File: config.mk
export PLATFORM = sky130hd
export DESIGN_NAME = alu_wb_queue
export DESIGN_NICKNAME = d
export VERILOG_FILES = /design/src/rtl/drac_pkg.sv /design/src/rtl/alu_wb_queue.sv
export SDC_FILE = /design/constraint.sdc
export NUM_CORES = 1
export LEC_CHECK = 0
export CAP_MARGIN = 20
export CORE_MARGIN = 3
export CORE_UTILIZATION = 40
export DETAILED_ROUTE_END_ITERATION = 10
export MAX_ROUTING_LAYER = met4
export PLACE_DENSITY = 0.7
export SETUP_SLACK_MARGIN = 0.5
export SYNTH_ARGS = -nofsm -noshare
export SYNTH_HDL_FRONTEND = slang
export SYNTH_SLANG_ARGS = --single-unit
File: constraint.sdc
create_clock -name clk_i -period 4.48 [get_ports clk_i]
set_input_delay 1.344 -clock clk_i [delete_from_list [all_inputs] [get_ports clk_i]]
set_output_delay 1.344 -clock clk_i [all_outputs]
set_load 0.02 [all_outputs]
File: src/rtl/drac_pkg.sv
// rtl/drac_pkg.sv - shared core types for the scalar writeback path
package drac_pkg;

    // Default number of ALU results held ahead of the shared writeback port
    localparam int unsigned ALU_WB_QUEUE_DEPTH = 4;

    typedef struct packed {
        logic       valid;
        logic [3:0] cause;
    } exe_exception_t;

    typedef struct packed {
        logic           valid;
        logic [63:0]    result;
        logic [4:0]     rd;
        logic [5:0]     prd;
        logic [11:0]    csr_addr;
        logic [3:0]     gl_index;
        logic [1:0]     chkp;
        exe_exception_t ex;
        logic [4:0]     fp_status;
        logic [7:0]     vl;
    } exe_wb_scalar_instr_t;

endpackage

File: src/rtl/alu_wb_queue.sv
// rtl/alu_wb_queue.sv - in-order ALU result queue feeding the shared scalar writeback port
module alu_wb_queue
    import drac_pkg::*;
#(
    parameter int unsigned DEPTH     = ALU_WB_QUEUE_DEPTH,
    parameter int unsigned BYPASS    = 1,
    parameter int unsigned AFULL_LVL = 1
) (
    input  logic                   clk_i,
    input  logic                   rstn_i,
    input  logic                   flush_i,
    input  exe_wb_scalar_instr_t   instr_i,
    input  logic                   wb_ready_i,
    output exe_wb_scalar_instr_t   instr_o,
    output logic                   full_o,
    output logic                   empty_o,
    output logic [$clog2(DEPTH):0] count_o
);

    localparam int unsigned PW = $clog2(DEPTH);
    localparam int unsigned CW = PW + 1;
    localparam logic [CW-1:0] DEPTH_C   = CW'(DEPTH);
    localparam logic [CW-1:0] AFULL_C   = CW'(AFULL_LVL);
    localparam logic          BYPASS_EN = (BYPASS != 0);

    exe_wb_scalar_instr_t mem [DEPTH];

    logic [PW-1:0] rd_ptr;
    logic [PW-1:0] wr_ptr;
    logic [CW-1:0] count;
    logic [CW-1:0] count_next;
    logic          full_q;
    logic          push;
    logic          pop;
    logic          bypass_take;

    // Decide this cycle's push/pop/bypass; flush overrides everything
    always_comb begin
        bypass_take = BYPASS_EN && instr_i.valid && (count == '0) && wb_ready_i && !flush_i;
        pop         = (count != '0) && wb_ready_i && !flush_i;
        // A full queue still accepts when the head leaves in the same cycle
        push        = instr_i.valid && !flush_i && !bypass_take && ((count != DEPTH_C) || pop);
        if (flush_i) begin
            count_next = '0;
        end else begin
            count_next = count + CW'(push) - CW'(pop);
        end
    end

    // Pointer, occupancy and registered almost-full state
    always_ff @(posedge clk_i or negedge rstn_i) begin
        if (!rstn_i) begin
            rd_ptr <= '0;
            wr_ptr <= '0;
            count  <= '0;
            full_q <= 1'b0;
        end else begin
            count  <= count_next;
            // Registered from the next count so issue sees it one cycle early enough
            full_q <= (DEPTH_C - count_next) <= AFULL_C;
            if (flush_i) begin
                rd_ptr <= '0;
                wr_ptr <= '0;
            end else begin
                if (push) begin
                    wr_ptr <= wr_ptr + PW'(1);
                end
                if (pop) begin
                    rd_ptr <= rd_ptr + PW'(1);
                end
            end
        end
    end

    // Payload storage; contents are only meaningful below count, so no reset
    always_ff @(posedge clk_i) begin
        if (push) begin
            mem[wr_ptr] <= instr_i;
        end
    end

    // Head entry, or the incoming result itself when the queue is empty and bypass is on
    always_comb begin
        instr_o       = mem[rd_ptr];
        instr_o.valid = (count != '0);
        if ((count == '0) && BYPASS_EN) begin
            instr_o = instr_i;
        end
        if (flush_i) begin
            instr_o.valid = 1'b0;
        end
    end

    assign full_o  = full_q;
    assign empty_o = (count == '0);
    assign count_o = count;

    a_no_overflow: assert property (@(posedge clk_i) disable iff (!rstn_i)
        (instr_i.valid && !flush_i && (count == DEPTH_C)) |-> wb_ready_i);

    a_count_range: assert property (@(posedge clk_i) disable iff (!rstn_i)
        count <= DEPTH_C);

    a_head_stable: assert property (@(posedge clk_i) disable iff (!rstn_i)
        (instr_o.valid && !wb_ready_i && !flush_i) |=> (flush_i || $stable(instr_o)));

endmodule

==> reports/metrics.yaml, run 1 <==
drive_above_1_share_pct: 30.1
dpl_cell_area_um2: 21000
top_usage_layer: "met2"
use_met1_pct: 22.3
critPathKind: "in -> out"
synth-compound-area-share_pct: 0.252
drt_iter0_drc: 599
fin_setup_tns_ns: 0
start_util_pct: 41.0
die_area_um2: 47200
finalClockSkew_ns: 0.0132
clock_latency_ns: 0.55
syn-cell-area_um2: 17900
place_hpwl_mm: 20.4
grt_usage_pct: 16.6
vias: 8597
synth_xor_area_share_pct: 0.280
cts.sinks: 452
muxShareOfSynthArea_pct: 21.1
final_hold_viol_count: 0
power_density_nw_per_um2: 607
power_frac_comb_pct: 36.8
slew_violations: 0
yosysSeqAreaShare_pct: 75.8
setup.worst_path.start_class: "input pin"
synth_area_leaders: "edfxtp_1, mux4_2, mux2_2"
synthSimpleGateAreaFrac_pct: 0.448
place_congestion: 0.754
setup_viol: 0
ant_nets: 0
wl_per_cell_um: 22.7
grt_pass1_wl_mm: 57.6
synth_top_family_by_area: "multiplexers"
fin_area_um2: 22800
synth_top_area_share_pct: 74.6
internal-power_mw: 9.73
cts-buffers-inserted: 46
ir_worst_vdd_uv: 464
routed_via_density: 5.21
path_clk_slew_ns: 0.06
rsz0062_at_grt: "yes"
swShare_pct: 29.6
period_share_pct: 91.0
drc: 0
io_buffer_count: 232
htreeDepth: 2
core.rowCount: 76
dr.pass1.iters: 5
holdBufCountCts: 0
met2_usage_pct: 25.8
period_needed_ns: 4.07
outcome: "complete, no violations"
area_growth_pct: 27.4
cp.arrival_ns: 2.73
cts_tree: "built"
maxSlewHeadroom_pct: 59.5
worst-slew-pin-transition_ns: 0.608
routed_wl_mm: 37.5
yosys.area.top_type: "edfxtp_1"
root_buffer: "clkbuf_16"
power.switching_mw: 4.08
max_freq_mhz: 245
power_frac_seq_pct: 36.5
p_clk_share_pct: 26.7
layout.nets: 1155
required_ns: 3.14
endpoint_kind: "primary output"
cp_max_fo: 5
grtUsageMet3_pct: 4.54
core-area_um2: 43600
die_w_um: 217
grt_pass1_vias: 9336
synth_fa_ha_area_share_pct: 0.672
synth_cells: 757
p_leak_nw: 7.63
antenna_found_initial: 2
clk_path_buf_depth: 3
cap_violations: 0
overflow: 0
synth.distinct_cells: 27
worstHoldPathType: "reg -> reg"
syn_nets: 882
ys_warn_count: 0
grt_max_degree: 75
num_io_pins: 233
die_h_um: 217
syn_avg_cell_area_um2: 23.6
ys_seq_elements: 452
## cell usage after synthesis
| library cell | count |
|---|---|
| a21oi_1 | 2 |
| and2_1 | 5 |
| and3_1 | 1 |
| buf_1 | 8 |
| buf_2 | 14 |
| buf_6 | 9 |
| clkbuf_1 | 6 |
| clkbuf_2 | 1 |
| dfrtp_1 | 8 |
| edfxtp_1 | 444 |
| fa_1 | 1 |
| ha_1 | 8 |
| inv_1 | 9 |
| mux2_2 | 112 |
| mux2i_1 | 1 |
| mux4_2 | 111 |
| nand2_1 | 2 |
| nor2_1 | 5 |
| nor3_2 | 1 |
| o22a_1 | 1 |
| o311a_1 | 1 |
| o311ai_0 | 1 |
| o31ai_1 | 1 |
| or2_2 | 1 |
| xnor2_1 | 1 |
| xor2_1 | 2 |
| xor3_1 | 1 |
## logic make-up (layout without fill, tap and decap cells)
logic type                 after synthesis  count (layout)
buffers and inverters                   47             353
other                                    0               2
DFF                                    452             452
adders and majority gates                9               9
AOI/OAI and AO/OA                        6               6
xor gates and xnor gates                 4               4
muxes                                  224             224
and+or+nand+nor                         15              15
## sequential cells by signal, summed over array words and instances, names as in the netlist
| register | count |
|---|---|
| count_o | 3 |
| full_o | 1 |
| mem | 444 |
| rd_ptr | 2 |
| wr_ptr | 2 |
## what timing repair did
item / in CTS / in global routing
hold endpoints to repair: 0 / 0
gates cloned: 7 / 0
setup buffers: 5 / 0
setup endpoints to repair: 112 / 62
gates resized for setup: 95 / 29
pin swaps: 1 / 0
## worst max-delay path: stages
cell	delay, ns
clkdlybuf4s50_1	0.59
mux2_2	0.20
clkdlybuf4s50_1	0.60
## path summary, 6_finish.rpt
path                             startpoint     endpoint  slack, ns  cells past startpoint
worst max-delay path            instr_i[48]  instr_o[48]       0.41                      3
worst min-delay path              wr_ptr[0]    wr_ptr[0]       0.57                      1
worst max register to register   count_o[2]       full_o       1.41                     12
worst min register to register    wr_ptr[0]    wr_ptr[0]       0.57                      1
max in group asynchronous            rstn_i    rd_ptr[0]       3.10                      1
min in group asynchronous            rstn_i       full_o       1.07                      1
## through the flow
| step | power, mW | cells | hold WS (ns) | utilization [%] | setup slack, ns |
|---|---|---|---|---|---|
| after CTS | 14.1 | 1648 | 0.579 | 52.1 | 0.296 |
| final | 13.8 | 1650 | 0.575 | 52.2 | 0.405 |
| after detailed placement | 10.2 | 1555 | 0.569 | 48.2 | 0.171 |
| after global routing | 14.5 | 1650 | 0.599 | 52.2 | 0.330 |
| after floorplan | 8.25 | 757 | 0.499 | - | 0.831 |
| after global placement | 10.2 | 1555 | 0.562 | 48.2 | 0.205 |
## layout by cell type (no fill, tap or decap), types with 4 or more instances in the layout
master           Yosys  routed
bufbuf_16            0       5
inv_1                9       9
edfxtp_1           444     444
clkinv_1             0      15
buf_12               0       9
dlymetal6s2s_1       0      27
clkdlybuf4s50_1      0     121
and2_4               0       4
buf_4                0       7
dfrtp_1              8       5
nor2_1               5       5
dlygate4sd2_1        0      84
clkbuf_1             6       9
bufinv_16            0       4
clkbuf_16            0      49
mux4_2             111     111
mux2_2             112     112
ha_1                 8       8
buf_16               0       6
## power by group through the flow
| stage | clock network, mW | registers (mW) | logic (mW) |
|---|---|---|---|
| final | 3.69 | 5.04 | 5.09 |
| after global routing | 3.99 | 5.06 | 5.43 |
| after CTS | 3.82 | 5.04 | 5.24 |
| after detailed placement | 0 | 5.16 | 5.03 |
| after global placement | 0 | 5.14 | 5.01 |
| after floorplan | 0 | 5.11 | 3.14 |
## per-layer routing
layer | vias up | share of wire, %
met3 | 49 | 6.9
met2 | 261 | 47
met5 | - | 0
met1 | 4531 | 44
met4 | 0 | 1.6
li1 | 3756 | -
## layout make-up
type                    count  area [um^2]
fillers                  3546        20800
flip-flops and latches    452        13500
multi-input cells         258         4080
repair buffers            263         2900
clock buffers              58         1260
well taps                 585          732
clock inverters            23          201
inverters                   9         33.8
diodes                      2         5.00
Note: power is estimated with default switching activity, not from simulation.
==> run 2: changes to the inputs <==
--- a/config.mk
+++ b/config.mk
@@ -6,11 +6,11 @@
 export NUM_CORES = 1
 export LEC_CHECK = 0
 export CAP_MARGIN = 20
+export CORE_ASPECT_RATIO = 2
 export CORE_MARGIN = 3
 export CORE_UTILIZATION = 40
 export DETAILED_ROUTE_END_ITERATION = 10
 export MAX_ROUTING_LAYER = met4
-export PLACE_DENSITY = 0.7
 export SETUP_SLACK_MARGIN = 0.5
 export SYNTH_ARGS = -nofsm -noshare
 export SYNTH_HDL_FRONTEND = slang
==> reports/metrics.yaml, run 2 (synthesized netlist as in run 1, its figures left out) <==
worst_hold_slack_ns: 0.578  # was 0.575 ns
swShare_pct: 30.4  # was 29.6%
clock_latency_ns: 0.54  # was 0.55 ns
power.switching_mw: 4.13  # was 4.08 mW
p_leak_nw: 7.56  # was 7.63 nW
period_share_pct: 87.7  # was 91.0%
overflow: 0  # unchanged
power.total_mw: 13.6  # was 13.8 mW
cts-buffers-inserted: 41  # was 46
place_hpwl_mm: 20.7  # was 20.4 mm
ant_nets: 0  # unchanged
power_frac_seq_pct: 37.1  # was 36.5%
crit_path_cell_trace: "buf_4 -> buf_12 -> clkbuf_16 -> mux4_2 -> mux2_2 -> dlygate4sd2_1"  # was clkdlybuf4s50_1 -> mux2_2 -> clkdlybuf4s50_1
required_ns: 3.14  # about the same
drt_iter0_drc: 379  # was 599
die_area_um2: 47400  # was 47,200 um^2
fin_setup_tns_ns: 0  # unchanged
power_density_nw_per_um2: 602  # was 607 nW/um^2
final_cell_mix: "edfxtp_1, clkdlybuf4s50_1, mux2_2"  # unchanged
io_buffer_count: 232  # unchanged
fin_area_um2: 22600  # was 22,800 um^2
critPathKind: "reg -> out"  # was in -> out
grt_max_degree: 76  # was 75
endpoint_kind: "primary output"  # unchanged
cpPeakStageDelay_ns: 0.52  # was 0.60 ns
root_buffer: "clkbuf_16"  # unchanged
grt_pass1_wl_mm: 58.0  # was 57.6 mm
worstHoldPathType: "reg -> reg"  # unchanged
outcome: "complete, no violations"  # unchanged
ir_worst_vdd_uv: 436  # was 464 uV
finalClockSkew_ns: 0.0155  # was 0.0132 ns
core-area_um2: 43800  # was 43,600 um^2
dpl_cell_area_um2: 20900  # was 21,000 um^2
layout_commonest_cell: "edfxtp_1"  # unchanged
start_util_pct: 40.8  # was 41.0%
drive_above_1_share_pct: 31.0  # was 30.1%
p_clk_share_pct: 25.1  # was 26.7%
die_h_um: 305  # was 217 um
top_register: "mem"  # unchanged
num_io_pins: 233  # unchanged
path_clk_slew_ns: 0.06  # about the same
die_w_um: 155  # was 217 um
setup.worst_path.start_class: "flip-flop"  # was input pin
final_core_util_pct: 51.6  # was 52.2%
grt_usage_pct: 16.6  # about the same
drc: 0  # unchanged
htreeDepth: 2  # unchanged
worst-slew-pin-transition_ns: 0.610  # was 0.608 ns
maxSlewHeadroom_pct: 59.3  # was 59.5%
routed_via_density: 5.28  # was 5.21
cap_violations: 0  # unchanged
internal-power_mw: 9.46  # was 9.73 mW
core.rowCount: 108  # was 76
area_growth_pct: 26.4  # was 27.4%
vias: 8536  # was 8,597
slew_violations: 0  # unchanged
clk_path_buf_depth: 3  # unchanged
cp_max_fo: 11  # was 5
cp.arrival_ns: 2.59  # was 2.73 ns
final_hold_viol_count: 0  # unchanged
antenna_found_initial: 7  # was 2
cts.sinks: 452  # unchanged
max_freq_mhz: 254  # was 245 MHz
path_buf_inv: 4  # was 2
place_congestion: 0.742  # was 0.754
grt_pass1_vias: 9588  # was 9,336
power_frac_comb_pct: 37.9  # was 36.8%
worst_path_max_delay_cell: "dfrtp_4"  # was clkdlybuf4s50_1
routed_wl_mm: 38.8  # was 37.5 mm
layout.nets: 1154  # was 1,155
period_needed_ns: 3.93  # was 4.07 ns
largest_register_ffs: 444  # unchanged
crit_family: "buffers and inverters"  # unchanged
wl_per_cell_um: 24.0  # was 22.7 um
cts_tree: "built"  # unchanged
dr.pass1.iters: 4  # was 5
setup_viol: 0  # unchanged
rsz0062_at_grt: "yes"  # unchanged
run 2: cell count changes in the layout (fill, tap and decap cells not counted), sizes merged:
cell           previous run  this run
buf                      26        32
clkinv                   17        16
bufbuf                    5         0
inv                       9        10
bufinv                    4         3
dlygate4sd2              84        77
clkinvlp                  2         1
dlymetal6s2s             27        28
diode                     2         7
clkdlybuf4s50           121       120
clkdlybuf4s15             0         2
clkbuf                   58        60
run 2: layout make-up:
cell class | count | area (um^2)
multi-input combinational | 258 | 4080
sequential | 452 | 13500
tap | 550 | 688
timing repair buffer | 267 | 2920
fill | 3525 | 21200
antenna | 7 | 17.5
clock inverter | 21 | 181
inverter | 9 | 33.8
clock buffer | 52 | 1110
run 2: final timing paths:
kind / slack (ns) / from / depth (start not counted) / end
min in group asynchronous: 1.11 / rstn_i / 1 / rd_ptr[1]
worst min-delay path: 0.58 / wr_ptr[0] / 1 / wr_ptr[0]
worst max-delay path: 0.55 / rd_ptr[0] / 6 / instr_o[3]
worst max register to register: 1.53 / count_o[2] / 12 / full_o
max in group asynchronous: 3.06 / rstn_i / 1 / rd_ptr[0]
worst min register to register: 0.58 / wr_ptr[0] / 1 / wr_ptr[0]
run 2: power by group through the flow:
stage	Sequential [mW]	Combinational (mW)	Clock, mW
after floorplan	5.11	3.14	0
after global placement	5.11	5.11	0
after detailed placement	5.13	5.10	0
after CTS	5.05	5.17	3.52
after global routing	5.05	5.48	3.68
final	5.04	5.14	3.41
run 2: what timing repair did:
action	CTS	global route
pin swaps	1	0
gates cloned	4	3
hold buffers	0	0
endpoints found under the setup margin	112	63
resized for setup	91	41
buffers inserted	6	5
run 2: through the flow:
step,worst slack (ns),cells
CTS,0.338,1601
global route,0.474,1616
floorplan,0.831,757
finish,0.549,1616
global placement,0.285,1518
detailed placement,0.251,1518
run 2: per-layer routing:
metal  vias to the layer above  track usage, %  wire length, um
met4                         0            5.38              979
li1                       3748               -                -
met2                       228            29.0            20900
met5                         -               -                0
met3                        54            2.75             1710
met1                      4506            19.6            15200
